===== src/rtl/uart_pkg.sv =====
// Shared UART definitions: FSM state encoding, frame constants and default bit timing.
package uart_pkg;

    typedef enum logic [2:0] {
        ST_IDLE    = 3'd0,
        ST_START   = 3'd1,
        ST_DATA    = 3'd2,
        ST_STOP    = 3'd3,
        ST_CLEANUP = 3'd4
    } uart_state_e;

    localparam int unsigned UART_CLKS_PER_BIT = 55;
    localparam int unsigned UART_DATA_BITS    = 8;
    localparam logic        UART_IDLE_LEVEL   = 1'b1;

    typedef logic [UART_DATA_BITS-1:0] uart_byte_t;

endpackage


===== src/rtl/uart_tx_if.sv =====
// Byte handshake and serial-line status bundle between a byte source and uart_tx.
interface uart_tx_if;
    import uart_pkg::*;

    uart_byte_t tx_byte;
    logic       tx_valid;
    logic       tx_ready;
    logic       tx_out;
    logic       tx_busy;
    logic       tx_done;

    modport master (output tx_byte, tx_valid, input tx_ready, tx_out, tx_busy, tx_done);
    modport slave  (input tx_byte, tx_valid, output tx_ready, tx_out, tx_busy, tx_done);
endinterface


===== src/rtl/uart_bit_timer.sv =====
// Loadable down-counter that parks at zero; tc_c_o flags the terminal count.
module uart_bit_timer #(
    parameter int unsigned WIDTH = 8
) (
    input  logic             clk,
    input  logic             rst_n,
    input  logic             load_i,
    input  logic [WIDTH-1:0] load_val_i,
    output logic [WIDTH-1:0] count_o,
    output logic             tc_c_o
);

    logic [WIDTH-1:0] count_q, count_d;

    always_comb begin
        count_d = count_q;
        if (load_i) begin
            count_d = load_val_i;
        end else if (count_q != '0) begin
            count_d = count_q - WIDTH'(1);
        end
    end

    always_ff @(posedge clk or negedge rst_n) begin
        if (!rst_n) begin
            count_q <= '0;
        end else begin
            count_q <= count_d;
        end
    end

    assign count_o = count_q;
    assign tc_c_o  = (count_q == '0);

endmodule


===== src/rtl/uart_tx.sv =====
// 8N1-style UART transmitter with a one-byte holding register for back-to-back frames.
module uart_tx
    import uart_pkg::*;
#(
    parameter int unsigned CLOCKS_PER_BIT = UART_CLKS_PER_BIT,
    parameter int unsigned STOP_BITS      = 1,
    parameter int unsigned DELAY          = 1
) (
    input  logic      clk,
    input  logic      rst_n,
    uart_tx_if.slave  bus
);

    localparam int unsigned STOP_CLKS = STOP_BITS * CLOCKS_PER_BIT;
    localparam int unsigned MAX_CNT   = (STOP_CLKS > DELAY) ? STOP_CLKS : DELAY;
    localparam int unsigned CNT_W     = $clog2(MAX_CNT);
    localparam int unsigned IDX_W     = $clog2(UART_DATA_BITS);

    localparam logic [CNT_W-1:0] BIT_LOAD   = CNT_W'(CLOCKS_PER_BIT - 1);
    localparam logic [CNT_W-1:0] STOP_LOAD  = CNT_W'(STOP_CLKS - 1);
    localparam logic [CNT_W-1:0] DELAY_LOAD = CNT_W'(DELAY - 1);
    localparam logic [IDX_W-1:0] LAST_BIT   = IDX_W'(UART_DATA_BITS - 1);

    uart_state_e      state_q, state_d;
    uart_byte_t       shift_q, shift_d;
    uart_byte_t       hold_q, hold_d;
    logic             hold_full_q, hold_full_d;
    logic [IDX_W-1:0] bit_idx_q, bit_idx_d;
    logic             tx_out_q, tx_out_d;
    logic             tx_busy_q, tx_busy_d;
    logic             tx_done_q, tx_done_d;

    logic             tmr_load;
    logic [CNT_W-1:0] tmr_val;
    logic [CNT_W-1:0] tmr_count;
    logic             tmr_tc;

    uart_bit_timer #(.WIDTH(CNT_W)) u_timer (
        .clk        (clk),
        .rst_n      (rst_n),
        .load_i     (tmr_load),
        .load_val_i (tmr_val),
        .count_o    (tmr_count),
        .tc_c_o     (tmr_tc)
    );

    // Next-state: byte acceptance into hold, then frame sequencing.
    always_comb begin
        state_d     = state_q;
        shift_d     = shift_q;
        hold_d      = hold_q;
        hold_full_d = hold_full_q;
        bit_idx_d   = bit_idx_q;
        tx_out_d    = tx_out_q;
        tx_done_d   = 1'b0;
        tmr_load    = 1'b0;
        tmr_val     = BIT_LOAD;

        if (bus.tx_valid && !hold_full_q) begin
            hold_d      = bus.tx_byte;
            hold_full_d = 1'b1;
        end

        case (state_q)
            ST_IDLE: begin
                tx_out_d = UART_IDLE_LEVEL;
                if (hold_full_q) begin
                    shift_d     = hold_q;
                    hold_full_d = 1'b0;
                    bit_idx_d   = '0;
                    tx_out_d    = 1'b0;
                    tmr_load    = 1'b1;
                    state_d     = ST_START;
                end
            end
            ST_START: begin
                if (tmr_tc) begin
                    tx_out_d = shift_q[0];
                    shift_d  = {1'b0, shift_q[UART_DATA_BITS-1:1]};
                    tmr_load = 1'b1;
                    state_d  = ST_DATA;
                end
            end
            ST_DATA: begin
                if (tmr_tc) begin
                    tmr_load = 1'b1;
                    if (bit_idx_q == LAST_BIT) begin
                        tx_out_d = UART_IDLE_LEVEL;
                        tmr_val  = STOP_LOAD;
                        state_d  = ST_STOP;
                    end else begin
                        bit_idx_d = bit_idx_q + IDX_W'(1);
                        tx_out_d  = shift_q[0];
                        shift_d   = {1'b0, shift_q[UART_DATA_BITS-1:1]};
                    end
                end
            end
            ST_STOP: begin
                if (tmr_tc) begin
                    tmr_load  = 1'b1;
                    tmr_val   = DELAY_LOAD;
                    tx_done_d = (DELAY == 1);
                    state_d   = ST_CLEANUP;
                end
            end
            ST_CLEANUP: begin
                // tx_done is registered, so raise it one cycle ahead of the final guard cycle
                if (tmr_count == CNT_W'(1)) begin
                    tx_done_d = 1'b1;
                end
                if (tmr_tc) begin
                    if (hold_full_q) begin
                        shift_d     = hold_q;
                        hold_full_d = 1'b0;
                        bit_idx_d   = '0;
                        tx_out_d    = 1'b0;
                        tmr_load    = 1'b1;
                        state_d     = ST_START;
                    end else begin
                        state_d = ST_IDLE;
                    end
                end
            end
            default: begin
                tx_out_d = UART_IDLE_LEVEL;
                state_d  = ST_IDLE;
            end
        endcase

        tx_busy_d = (state_d != ST_IDLE);
    end

    always_ff @(posedge clk or negedge rst_n) begin
        if (!rst_n) begin
            state_q     <= ST_IDLE;
            shift_q     <= '0;
            hold_q      <= '0;
            hold_full_q <= 1'b0;
            bit_idx_q   <= '0;
            tx_out_q    <= UART_IDLE_LEVEL;
            tx_busy_q   <= 1'b0;
            tx_done_q   <= 1'b0;
        end else begin
            state_q     <= state_d;
            shift_q     <= shift_d;
            hold_q      <= hold_d;
            hold_full_q <= hold_full_d;
            bit_idx_q   <= bit_idx_d;
            tx_out_q    <= tx_out_d;
            tx_busy_q   <= tx_busy_d;
            tx_done_q   <= tx_done_d;
        end
    end

    assign bus.tx_ready = !hold_full_q;
    assign bus.tx_out   = tx_out_q;
    assign bus.tx_busy  = tx_busy_q;
    assign bus.tx_done  = tx_done_q;

endmodule


===== src/flat_wrapper.sv =====
// flat-port wrapper written by rule: the top's interface ports become plain ports
module uart_tx_flat import uart_pkg::*;
#(
    parameter int unsigned CLOCKS_PER_BIT = UART_CLKS_PER_BIT,
    parameter int unsigned STOP_BITS      = 1,
    parameter int unsigned DELAY          = 1
)
  (clk, rst_n, bus_tx_byte, bus_tx_valid, bus_tx_ready, bus_tx_out, bus_tx_busy, bus_tx_done);
  uart_tx_if bus_i ();
  input  logic clk;
  input  logic rst_n;
  input wire logic [$bits(bus_i.tx_byte)-1:0] bus_tx_byte;
  input wire logic [$bits(bus_i.tx_valid)-1:0] bus_tx_valid;
  output wire logic [$bits(bus_i.tx_ready)-1:0] bus_tx_ready;
  output wire logic [$bits(bus_i.tx_out)-1:0] bus_tx_out;
  output wire logic [$bits(bus_i.tx_busy)-1:0] bus_tx_busy;
  output wire logic [$bits(bus_i.tx_done)-1:0] bus_tx_done;
  assign bus_i.tx_byte = bus_tx_byte;
  assign bus_i.tx_valid = bus_tx_valid;
  assign bus_tx_ready = bus_i.tx_ready;
  assign bus_tx_out = bus_i.tx_out;
  assign bus_tx_busy = bus_i.tx_busy;
  assign bus_tx_done = bus_i.tx_done;
  uart_tx #(.CLOCKS_PER_BIT(CLOCKS_PER_BIT), .STOP_BITS(STOP_BITS), .DELAY(DELAY)) u_core (.clk(clk), .rst_n(rst_n), .bus(bus_i));
endmodule

===== config.mk =====
export PLATFORM = sky130hd
export DESIGN_NAME = uart_tx_flat
export DESIGN_NICKNAME = d
export VERILOG_FILES = /design/src/rtl/uart_pkg.sv /design/src/rtl/uart_tx_if.sv /design/src/rtl/uart_bit_timer.sv /design/src/rtl/uart_tx.sv /design/src/flat_wrapper.sv
export SDC_FILE = /design/constraint.sdc
export NUM_CORES = 1
export LEC_CHECK = 0
export ABC_AREA = 1
export BUFFER_PORTS_ARGS = -buffer_cell sky130_fd_sc_hd__buf_2
export CORE_MARGIN = 2
export CORE_UTILIZATION = 58
export DETAILED_ROUTE_END_ITERATION = 12
export PLACE_DENSITY = 0.78
export SLEW_MARGIN = 25
export SYNTH_ARGS = -nofsm -noshare
export SYNTH_HDL_FRONTEND = slang
export SYNTH_SLANG_ARGS = --single-unit

===== constraint.sdc =====
create_clock -name clk -period 1.5 [get_ports clk]
set_input_delay 0.225 -clock clk [delete_from_list [all_inputs] [get_ports clk]]
set_output_delay 0.225 -clock clk [all_outputs]
set_load 0.1 [all_outputs]

# == Word level (Yosys, flattened, before mapping) ==
# Cells that the tools add are included.
# word_totals
register_bits,32
elab_cells,76
# classes
n_addsub,2
n_eq_ne,11
mux,40
bitwise_logic,1
reduce_logical,13
# ops
operator,n
8-bit two-way mux,5
8-bit case mux with 4 select lines,1
3-bit two-way mux,10
6-bit two-way mux,4
3-bit case mux with 5 select lines,1
1-bit two-way mux,14
5-bit AND reduction,2
3-bit case mux with 3 select lines,1
"2-bit by 1-bit inequality test with 1-bit output, second input constant",4
"3-bit by 2-bit equality test with 1-bit output, second input constant",2
"3-bit equality test, second input constant",2
"6-bit by 1-bit equality test with 1-bit output, second input constant",1
6-bit zero test,1
3-bit nonzero test,2
6-bit nonzero test,1
"6-bit by 1-bit subtractor with 6-bit output, second input constant",1
1-bit case mux with 5 select lines,1
1-bit case mux with 2 select lines,2
4-bit AND reduction,1
4-bit nonzero test,1
"3-bit by 1-bit adder with 3-bit output, second input constant",1
"3-bit by 1-bit equality test with 1-bit output, second input constant",1
3-bit zero test,1
1-bit case mux with 3 select lines,1
other kinds (6),6

# == Depth between registers and ports, before layout ==
# Gate-level depths: netlist of run 1.
# logic_depth
depth_word,6
depth_mapped,10
depth_no_buf,10

# == Cells and area by module ==
# From an unflattened synthesis of run 1, not the netlist that was laid out.
# unflattened
cells_unflattened,231
hier_area_um2,1868.0
# by_module_without_submodules
module,instances,cells_per_inst,area_per_inst_um2
uart_tx,1,176,1455.1
uart_bit_timer,1,55,412.9

# == Worst setup path after synthesis of run 1 ==
# No wires, ideal clock.
# synth_path
kind,flip-flop to flip-flop
from,reg u_core.hold_full_q
to,reg u_core.hold_q[0]
setup_ns,0.125
t_arrival_ns,1.766
t_required_ns,1.375
slack_ns,-0.391
stages_incl_launch_ff,4
path_buffers,0
path_cell_list,dfrtp_1 > inv_1 > nand2_1 > mux2_2
# synth_between
elab_chain_len,2
# synth_rtl
item,line_no,source
"start, declared",uart_tx.sv:27,"logic hold_full_q, hold_full_d;"
"start signal, assigned",uart_tx.sv:147,hold_full_q <= hold_full_d;
1-bit zero test,n/a,
via bus_tx_ready,flat_wrapper.sv:14,output wire logic [$bits(bus_i.tx_ready)-1:0] bus_tx_ready;
1-bit logical AND,uart_tx.sv:59,if (bus.tx_valid && !hold_full_q) begin
"end signal, assigned",uart_tx.sv:146,hold_q <= hold_d;
"end, declared",uart_tx.sv:26,"uart_byte_t hold_q, hold_d;"
# The timed path passes the listed nets, and every way through them passes these cells.
# A chain may end at the register's enable or synchronous reset.

# == Final worst setup path of run 1 ==
# layout_path
from,reg u_core.bit_idx_q[0]
to,reg u_core.shift_q[5]
# layout_between
elab_chain_len,3
# layout_rtl
item,line_no,source
"start, declared",uart_tx.sv:28,"logic [IDX_W-1:0] bit_idx_q, bit_idx_d;"
"start signal, assigned",uart_tx.sv:148,bit_idx_q <= bit_idx_d;
3-bit equality test,uart_tx.sv:87,if (bit_idx_q == LAST_BIT) begin
2-bit inequality test (no source line),n/a,
5-bit AND reduction (no source line),n/a,
"end signal, assigned",uart_tx.sv:145,shift_q <= shift_d;
"end, declared",uart_tx.sv:25,"uart_byte_t shift_q, shift_d;"
# Every way passes these cells.

==> metrics.txt, run 1 <==
status completed; Worst Max-Slew Pin Slew a little under 0.5 ns; clock tree buffer depth 2; most frequent cells in the layout nand2_1, dfrtp_1, nand3_1, inv_1, buf_2; sequential area share after synthesis 0.461; PwrDens roughly 1900 nW/µm²; Via Count between 1000 and 1500; first-pass GRT wire length about 6000 µm; Max Cap Viol 0; skew final 0.0146 ns; combinational fraction of design power 0.444; origin of the critical flop-to-flop path u_core.bit_idx_q[0]; crit-path max cell delay 0.43 ns; routability cong. 0.842; cell class contributing the biggest share of worst-path delay simple AND/OR/NAND/NOR gates; average wire per cell in the routed design 13.3 µm; commonest non-fill, non-tap cell in the layout nand2_1; antenna violations before repair 0; RSZ-0062 raised after global routing yes; Buffers on Ports 14; Synth Warn # 0; worst r2r dst u_core.shift_q[5]; CP Depth 7; CP Cell Sequence ha_4 -> ha_4 -> nand4_1 -> nand2_4 -> nor2_4 -> nand2_1 -> nand2_1; vias in the first global route 1315; Hold Crit Depth 2; Yosys cell types 24; leak pwr around 1.0 nW; WHS Endpoint u_core.hold_q[5]; Ant. Diodes 0; site row count 19; Syn Nets 221; area of the core 2810 µm²; Worst EP required 1.79 ns; Num CTS Buffers 5; part of the power in the clock network 0.174; clk slew on worst S/H paths 0.11 ns; CP endpoint kind register; CP Launch Type register; CTS tree built; Overall Global Routing Usage 0.231; hold path start bus_tx_byte[5]; Finished Core Util 0.728; layout cell share with drive strength beyond 1 0.306; Design Area, Final 2040 µm²; Net Sw Frac 0.429; Hold WS around 0.11 ns; Worst R2R Setup Slack 0.05 ns; die height approximately 60 µm; first drt pass iteration count 4; Cell Area, Synth 1740 µm²; Die Span X 58.7 µm; clock period minus worst slack 1.45 ns; Setup violations, final 0; Setup CP Type register to register; Syn Area/Cell 8.44 µm²; worst path arrival time 1.75 ns; Seq pwr share 0.382; drt drc 0; Mapped Cells 206; relative slew slack 0.680; placed inst area ~1900 µm²; Fillers between 200 and 250; register bit total from synthesis 32; Int Power 2.16 mW; routed wire length ~3500 µm; Worst Hold Class primary input to register; GRT overflow 0; vias per cell 5.44; final hold vios 0; Root Buffer clkbuf_4; largest net degree at the start of global routing 33; die area 3450 µm²; worst vdd ir 1.11 mV; final slew viol count 0; Worst-Skew Late Latency 0.35 ns; H-tree lvl count 2; Sink Count 32; Starting Density 0.620; Max FO, Critical Path 8; Final period util 0.969; slowest stage cell, crit path dfrtp_1; antenna-violating nets left 0; FMAX ~0.69 GHz; initial drt markers 86; IO Pins 15; DP Wirelength 2510 µm; R2R depth 7; Psw between 1.5 and 2 mW; Final #Nets between 200 and 250; synthesis-to-layout area growth 17.6%; CP Buf/Inv Count 0
-- sequential cells by signal, indices dropped and copies added (netlist names), 3 cells and up --
register	flops
u_core.bit_idx_q	3
u_core.shift_q	8
u_core.hold_q	8
u_core.u_timer.count_o	6
u_core.state_q	3
-- worst register-to-register path, cell delays in order (launching register included) --
cell	delay, ns
dfrtp_1	0.43
ha_4	0.18
ha_4	0.15
nand4_1	0.19
nand2_4	0.10
nor2_4	0.22
nand2_1	0.08
nand2_1	0.06
-- cells in the mapped netlist --
master | count | share of area
nor2_2 | 1 | 0.0036
nand3b_1 | 1 | 0.0043
inv_1 | 19 | 0.041
ha_1 | 4 | 0.029
nand2_2 | 4 | 0.014
o211ai_1 | 3 | 0.013
nand4_1 | 2 | 0.0072
nor2_4 | 3 | 0.019
nand3_4 | 2 | 0.020
a31oi_1 | 1 | 0.0036
mux2_2 | 7 | 0.045
nor2_1 | 12 | 0.026
o22ai_1 | 1 | 0.0036
a21oi_1 | 3 | 0.0086
buf_6 | 2 | 0.013
nand3_1 | 18 | 0.052
inv_4 | 2 | 0.0072
nand3_2 | 2 | 0.012
o21ai_0 | 9 | 0.026
dfstp_2 | 1 | 0.015
dfrtp_1 | 31 | 0.45
nand2_4 | 5 | 0.032
inv_2 | 4 | 0.0086
nand2_1 | 69 | 0.15
-- worst max-delay path by stage --
stage | start | endpoint | slack (ns)
detailed placement | u_core.u_timer.count_o[1] | u_core.u_timer.count_o[1] | -0.08
CTS | u_core.u_timer.count_o[1] | u_core.shift_q[5] | 0.003
global route | u_core.bit_idx_q[0] | u_core.shift_q[6] | -0.04
finish | u_core.bit_idx_q[0] | u_core.shift_q[5] | 0.05
global placement | u_core.u_timer.count_o[0] | u_core.u_timer.count_o[1] | 0.04
floorplan | u_core.hold_full_q | u_core.hold_q[0] | -0.12
-- layer usage --
layer	global-route usage	routed length, µm	vias up
met1	0.310	1570	663
met2	0.349	1660	49
met4	0.0844	82	0
met3	0.0747	180	9
met5	0	0	-
li1	-	-	710
-- cells by family (layout without fill, tap and decap cells) --
| kind of cell | count (synthesis) | count (layout) | synth area share |
|---|---|---|---|
| AOI/OAI and AO/OA | 17 | 17 | 0.0547 |
| adders and majority gates | 4 | 4 | 0.0288 |
| buffers and inverters | 27 | 53 | 0.0698 |
| DFF | 32 | 32 | 0.461 |
| muxes | 7 | 7 | 0.0454 |
| and+or+nand+nor | 119 | 119 | 0.340 |
-- metrics by stage --
step / worst slack [ns] / power (mW) / cells / setup TNS [ns]
after detailed placement: -0.0753 / 3.03 / 253 / -0.269
after floorplan: -0.116 / 2.66 / 206 / -0.811
final: 0.0458 / 3.79 / 263 / 0
after global placement: 0.0422 / 2.95 / 253 / 0
after CTS: 0.00346 / 3.73 / 262 / 0
after global routing: -0.0433 / 4.06 / 263 / -0.270
-- power by group through the flow --
stage                     registers, mW  clock network, mW  logic (mW)
after global placement             1.42                  0        1.53
after CTS                          1.42              0.660        1.65
after detailed placement           1.44                  0        1.59
after floorplan                    1.53                  0        1.13
after global routing               1.49              0.712        1.86
final                              1.45              0.661        1.68
-- area by class of cell --
type	count	area [µm²]	area share
Inverter	25	103	0.0502
Clock buffer	6	41.3	0.0202
Sequential cell	32	803	0.393
Multi-Input combinational cell	147	887	0.434
Timing Repair Buffer	20	135	0.0661
Tap cell	31	38.8	0.0190
Clock inverter	2	35.0	0.0171
-- timing repair --
item                                    in CTS  in global routing
setup buffers                                0                  1
endpoints found under the hold margin       31                  0
pin swaps                                    3                 20
endpoints found under the setup margin      16                 16
hold buffers                                 1                  0
resized for setup                            4                 13
Power figures use the tool's default switching activity.
==> run 2, diff against run 1 <==
--- a/config.mk
+++ b/config.mk
@@ -10,7 +10,7 @@
 export CORE_MARGIN = 2
 export CORE_UTILIZATION = 58
 export DETAILED_ROUTE_END_ITERATION = 12
-export PLACE_DENSITY = 0.78
+export PLACE_DENSITY_LB_ADDON = 0.15
 export SLEW_MARGIN = 25
 export SYNTH_ARGS = -nofsm -noshare
 export SYNTH_HDL_FRONTEND = slang
==> run 2 against run 1 <==
Compared with the run above: clock skew decreased by 0.0057 ns; global-route usage fell by 0.52 points; register-to-register slack lost 0.04 ns; worst setup slack worse by 0.038 ns; clock power decreased by 2%; routed wire length decreased by 1.7%; core utilization is 0.98 points higher; highest routed layer unchanged.
==> metrics.txt, run 2 (synthesis results as in run 1) <==
synthesis-to-layout area growth 19.2%; worst vdd ir 1.11 mV (about the same); Hold WS 0.122 ns (+0.0103 ns); CTS tree built; Worst Hold Class primary input to register; commonest non-fill, non-tap cell in the layout nand2_1; GRT overflow 0 (unchanged); status completed; Max Cap Viol 0 (unchanged); die area 3450 µm² (unchanged); skew final 0.00886 ns (-0.00571 ns); PwrDens 1850 nW/µm² (about the same); average wire per cell in the routed design 13.0 µm (-2.5%); area of the multi-input gates 896 µm² (+0.99%); largest net degree at the start of global routing 27 (-18%); site row count 19 (unchanged); Die Span X 58.7 µm (unchanged); RSZ-0062 raised after global routing yes; leak pwr 1.04 nW (+0.91%); Fillers 213 (-7.8%); most frequent cells in the layout nand2_1, dfrtp_1, inv_1, nand3_1, nand2_2; relative slew slack 0.628 (-0.0513); Final #Nets 248 (+0.81%); FMAX 0.670 GHz (-2.6%); die height 58.7 µm (unchanged); final slew viol count 0 (unchanged); clock period minus worst slack 1.49 ns (+0.0381 ns); final setup margin 0.00766 ns (-0.0381 ns); layout cell share with drive strength beyond 1 0.350 (+0.0444); Final period util 0.995 (+0.0254); Setup Slack @ Placement -0.0860 ns (-0.0107 ns); Finished Core Util 0.738 (+0.00981); Sink Count 32 (unchanged); clk slew on worst S/H paths 0.10 ns (about the same); final hold vios 0 (unchanged); Overall Global Routing Usage 0.225 (-0.00521); first drt pass iteration count 4 (unchanged); Setup violations, final 0 (unchanged); initial drt markers 81 (-5.8%); Via Count 1401 (-2.1%); routed wire length 3440 µm (-1.7%); antenna-violating nets left 0 (unchanged); vias per cell 5.29 (-2.8%); CP Launch Type register; Num CTS Buffers 5 (unchanged); area of the core 2810 µm² (unchanged); Starting Density 0.620 (unchanged); post-layout power 3.84 mW (+1.3%); first-pass GRT wire length 5910 µm (-0.24%); Buffers on Ports 14 (unchanged); Max FO, Critical Path 8 (unchanged); Worst EP required 1.77 ns (-0.02 ns); Ant. Diodes 0 (unchanged); CP endpoint kind register; worst path arrival time 1.77 ns (+0.02 ns); clock tree buffer depth 2 (unchanged); drt drc 0 (unchanged); Worst Max-Slew Pin Slew 0.558 ns (+0.0736 ns); register area 803 µm² (unchanged); routability cong. 0.901 (+6.9%); IO Pins 15 (unchanged); Setup CP Type register to register; H-tree lvl count 2 (unchanged); Worst-Skew Late Latency 0.33 ns (-0.02 ns); vias in the first global route 1393 (+5.9%); Root Buffer clkbuf_4; DP Wirelength 2570 µm (+2.3%); antenna violations before repair 0 (unchanged)
==> run 2: cell types whose count changed in the layout (fill, tap and decap cells not counted), sizes merged <==
cell,change
clkinvlp,+1
buf,+2
clkbuf,-1
==> run 2: path summary, 6_finish.rpt <==
check                               startpoint                        end  slack, ns  depth (start not counted)
max                        u_core.bit_idx_q[0]          u_core.shift_q[0]      0.008                          8
min                             bus_tx_byte[6]           u_core.hold_q[6]       0.12                          2
max reg2reg                u_core.bit_idx_q[0]          u_core.shift_q[0]      0.008                          8
min reg2reg                  u_core.shift_q[6]          u_core.shift_q[6]       0.49                          2
max in group asynchronous                rst_n           u_core.hold_q[2]       0.57                          3
min in group asynchronous                rst_n  u_core.u_timer.count_o[2]       0.40                          2
==> run 2: area by class of cell <==
class,count,share of cell area
repair buffers,22,0.0725
clock buffers,5,0.0181
inverters,25,0.0495
well taps,31,0.0187
flip-flops and latches,32,0.388
multi-input cells,147,0.433
clock inverters,3,0.0205
==> run 2: repair_timing <==
item / 4_1_cts / 5_1_grt
endpoints found under the setup margin: 12 / 18
pin swaps: 2 / 13
endpoints found under the hold margin: 24 / 0
gates resized for setup: 4 / 20
hold buffers: 1 / 0
setup buffers: 0 / 1
==> run 2: metal layers <==
| layer | wire [µm] | global-route usage | share of wire | up-vias |
|---|---|---|---|---|
| li1 | - | - | - | 713 |
| met1 | 1570 | 0.282 | 0.46 | 648 |
| met4 | 76 | 0.0942 | 0.022 | 0 |
| met2 | 1690 | 0.378 | 0.49 | 31 |
| met5 | 0 | 0 | 0 | - |
| met3 | 99 | 0.0462 | 0.029 | 9 |
==> run 2: stage by stage <==
| stage | std cells | area (µm²) | setup TNS, ns |
|---|---|---|---|
| 2_1_floorplan | 206 | 1750 | -0.811 |
| 3_5_place_dp | 255 | 1900 | -0.339 |
| 5_1_grt | 265 | 2070 | -0.472 |
| 3_3_place_gp | 255 | 1900 | 0 |
| 6_report | 265 | 2070 | 0 |
| 4_1_cts | 264 | 2010 | 0 |
==> run 2: report_power, final <==
part           internal [mW]  switching, mW  total [mW]
Sequential              1.20          0.260        1.46
Combinational          0.648           1.08        1.73
Clock                  0.347          0.303       0.650
Total                   2.19           1.65        3.84
==> run 2: worst max-delay path, stage by stage, from the launching register on <==
cell and delay (ns):
dfrtp_1 0.38, ha_2 0.19, ha_4 0.12, nand4_1 0.25, nand2_4 0.17, inv_2 0.05, nand2_4 0.13, nand2_2 0.08
nand2_2 0.06
==> run 3, diff against run 2 <==
==> constraint.sdc (replaced) <==
create_clock -name clk -period 1.5 [get_ports clk]
set_input_delay 0.225 -clock clk [delete_from_list [all_inputs] [get_ports clk]]
set_output_delay 0.225 -clock clk [all_outputs]
set_load 0.005 [all_outputs]
==> run 3 against run 2 <==
Compared with the run above: core utilization down 1.2 points; worst setup slack gained 0.013 ns; total power decreased by 12%; design area fell by 1.7%; fmax up 0.86%; global-route usage barely moved; largest cell class unchanged; largest power group is now sequential cells.
==> metrics.txt, run 3 (synthesis results as in run 1) <==
Setup CP Type register to register; Worst R2R Setup Slack 0.02 ns (about the same); cell class contributing the biggest share of worst-path delay simple AND/OR/NAND/NOR gates; slowest stage cell, crit path dfrtp_1; Design Area, Final 2040 µm² (-1.7%); Fillers 212 (-0.47%); origin of the critical flop-to-flop path u_core.u_timer.count_o[3]; site row count 19 (unchanged); Sink Count 32 (unchanged); Worst EP required 1.79 ns (+0.02 ns); clk slew on worst S/H paths 0.10 ns (about the same); H-tree lvl count 2 (unchanged); CP Cell Sequence nor2_1 -> nand3_4 -> nand2_4 -> nand2_4 -> nor2_4 -> nand2_1 -> nand2_1; GRT overflow 0 (unchanged); synthesis-to-layout area growth 17.1%; die height 58.7 µm (unchanged); Final #Nets 251 (+1.2%); initial drt markers 58 (-28%); first-pass GRT wire length 5780 µm (-2.3%); Num CTS Buffers 5 (unchanged); Finished Core Util 0.726 (-0.0125); worst vdd ir 0.931 mV (-16%); die area 3450 µm² (unchanged); Worst Max-Slew Pin Slew 0.398 ns (-0.159 ns); Max Cap Viol 0 (unchanged); CP endpoint kind register; CTS tree built; Root Buffer clkbuf_4; Via Count 1423 (+1.6%); vias in the first global route 1284 (-7.8%); final slew viol count 0 (unchanged); antenna violations before repair 0 (unchanged); antenna-violating nets left 0 (unchanged); Max FO, Critical Path 8 (unchanged); most frequent cells in the layout nand2_1, dfrtp_1, inv_1, nand3_1, buf_2; Starting Density 0.620 (unchanged); Ant. Diodes 0 (unchanged); Die Span X 58.7 µm (unchanged); Worst Hold Class primary input to register; FMAX 0.676 GHz (+0.86%); crit path from u_core.u_timer.count_o[3]; first drt pass iteration count 4 (unchanged); placed inst area 1870 µm² (-1.2%); skew final 0.00587 ns (-0.00299 ns); clock period minus worst slack 1.48 ns (-0.0127 ns); Worst Setup EP u_core.shift_q[7]; worst r2r dst u_core.shift_q[7]; layout cell share with drive strength beyond 1 0.295 (-0.0551); routability cong. 0.824 (-8.5%); final hold vios 0 (unchanged); R2R depth 7 (-1); Overall Global Routing Usage 0.226 (+0.000419); drt drc 0 (unchanged); routed wire length 3580 µm (+4.2%); CP Buf/Inv Count 0 (-1); Worst-Skew Late Latency 0.34 ns (about the same); DP Wirelength 2600 µm (+1.2%); worst path arrival time 1.77 ns (about the same); CP Depth 7 (-1); Buffers on Ports 14 (unchanged); largest net degree at the start of global routing 18 (-33%); area of the core 2810 µm² (unchanged); RSZ-0062 raised after global routing yes; leak pwr 1.05 nW (+0.57%); PwrDens 1660 nW/µm² (-10%); commonest non-fill, non-tap cell in the layout nand2_1; IO Pins 15 (unchanged); status completed; clock tree buffer depth 2 (unchanged); Setup violations, final 0 (unchanged); relative slew slack 0.734 (+0.106); average wire per cell in the routed design 13.4 µm (+3.1%); CP Launch Type register; Final period util 0.986 (-0.00845); crit-path max cell delay 0.44 ns (+0.06 ns); vias per cell 5.31 (+0.43%)
==> run 3: changes by cell type in the layout (fill, tap and decap cells not counted), moves of 2 or more <==
cell,change
nand2_2,-9
nand2_1,+9
inv_1,+2
buf_2,+2
==> run 3: worst reg2reg max path, stage by stage (launching register included) <==
cell     delay, ns
dfrtp_1       0.44
nor2_1        0.24
nand3_4       0.20
nand2_4       0.13
nand2_4       0.07
nor2_4        0.22
nand2_1       0.08
nand2_1       0.07
==> run 3: cell type report <==
type / count / area (µm²) / share of cell area
multi-input cells: 147 / 866 / 0.425
flip-flops and latches: 32 / 802 / 0.394
repair buffers: 25 / 168 / 0.0824
inverters: 25 / 98.8 / 0.0486
clock buffers: 7 / 55.1 / 0.0270
well taps: 31 / 38.8 / 0.0191
clock inverters: 1 / 7.51 / 0.00369
==> run 3: what timing repair did <==
action / in CTS / in global routing
gates resized for setup: 2 / 11
buffers inserted: 1 / 4
cloned: 0 / 0
endpoints found under the hold margin: 16 / 0
pin swaps: 2 / 12
setup endpoints to repair: 12 / 18
hold buffers: 1 / 0
==> run 3: per-stage QoR <==
stage,instances,setup slack (ns),TNS (ns),hold slack (ns),power [mW]
3_3_place_gp,254,0.0385,0,0.165,2.69
4_1_cts,264,0.00672,0,0.0959,3.32
2_1_floorplan,206,0.115,0,-0.0706,2.41
6_report,268,0.0203,0,0.104,3.38
3_5_place_dp,254,-0.0217,-0.0540,0.173,2.78
5_1_grt,268,-0.0546,-0.397,0.0966,3.65
==> run 3: routing by layer <==
metal / track usage / vias up / share of wire
met5: 0 / - / 0
met4: 0.0747 / 0 / 0.012
met3: 0.0659 / 7 / 0.046
met2: 0.362 / 39 / 0.48
met1: 0.294 / 663 / 0.46
li1: - / 714 / -
==> run 3: worst min path at each step <==
stage                              start                        end  slack [ns]  cells after the start
final                     bus_tx_byte[5]           u_core.hold_q[5]        0.10                      2
after global routing      bus_tx_byte[4]           u_core.hold_q[4]         0.1                      2
after CTS                 bus_tx_byte[5]           u_core.hold_q[5]         0.1                      2
after detailed placement           rst_n  u_core.u_timer.count_o[1]        0.17                      1
after global placement             rst_n  u_core.u_timer.count_o[0]        0.17                      1
after floorplan                    rst_n        u_core.bit_idx_q[0]       -0.07                      0
==> run 3: power by group <==
group / internal, mW / switching, mW
sequential: 1.19 / 0.243
clock: 0.229 / 0.298
combinational: 0.589 / 0.829
total: 2.01 / 1.37
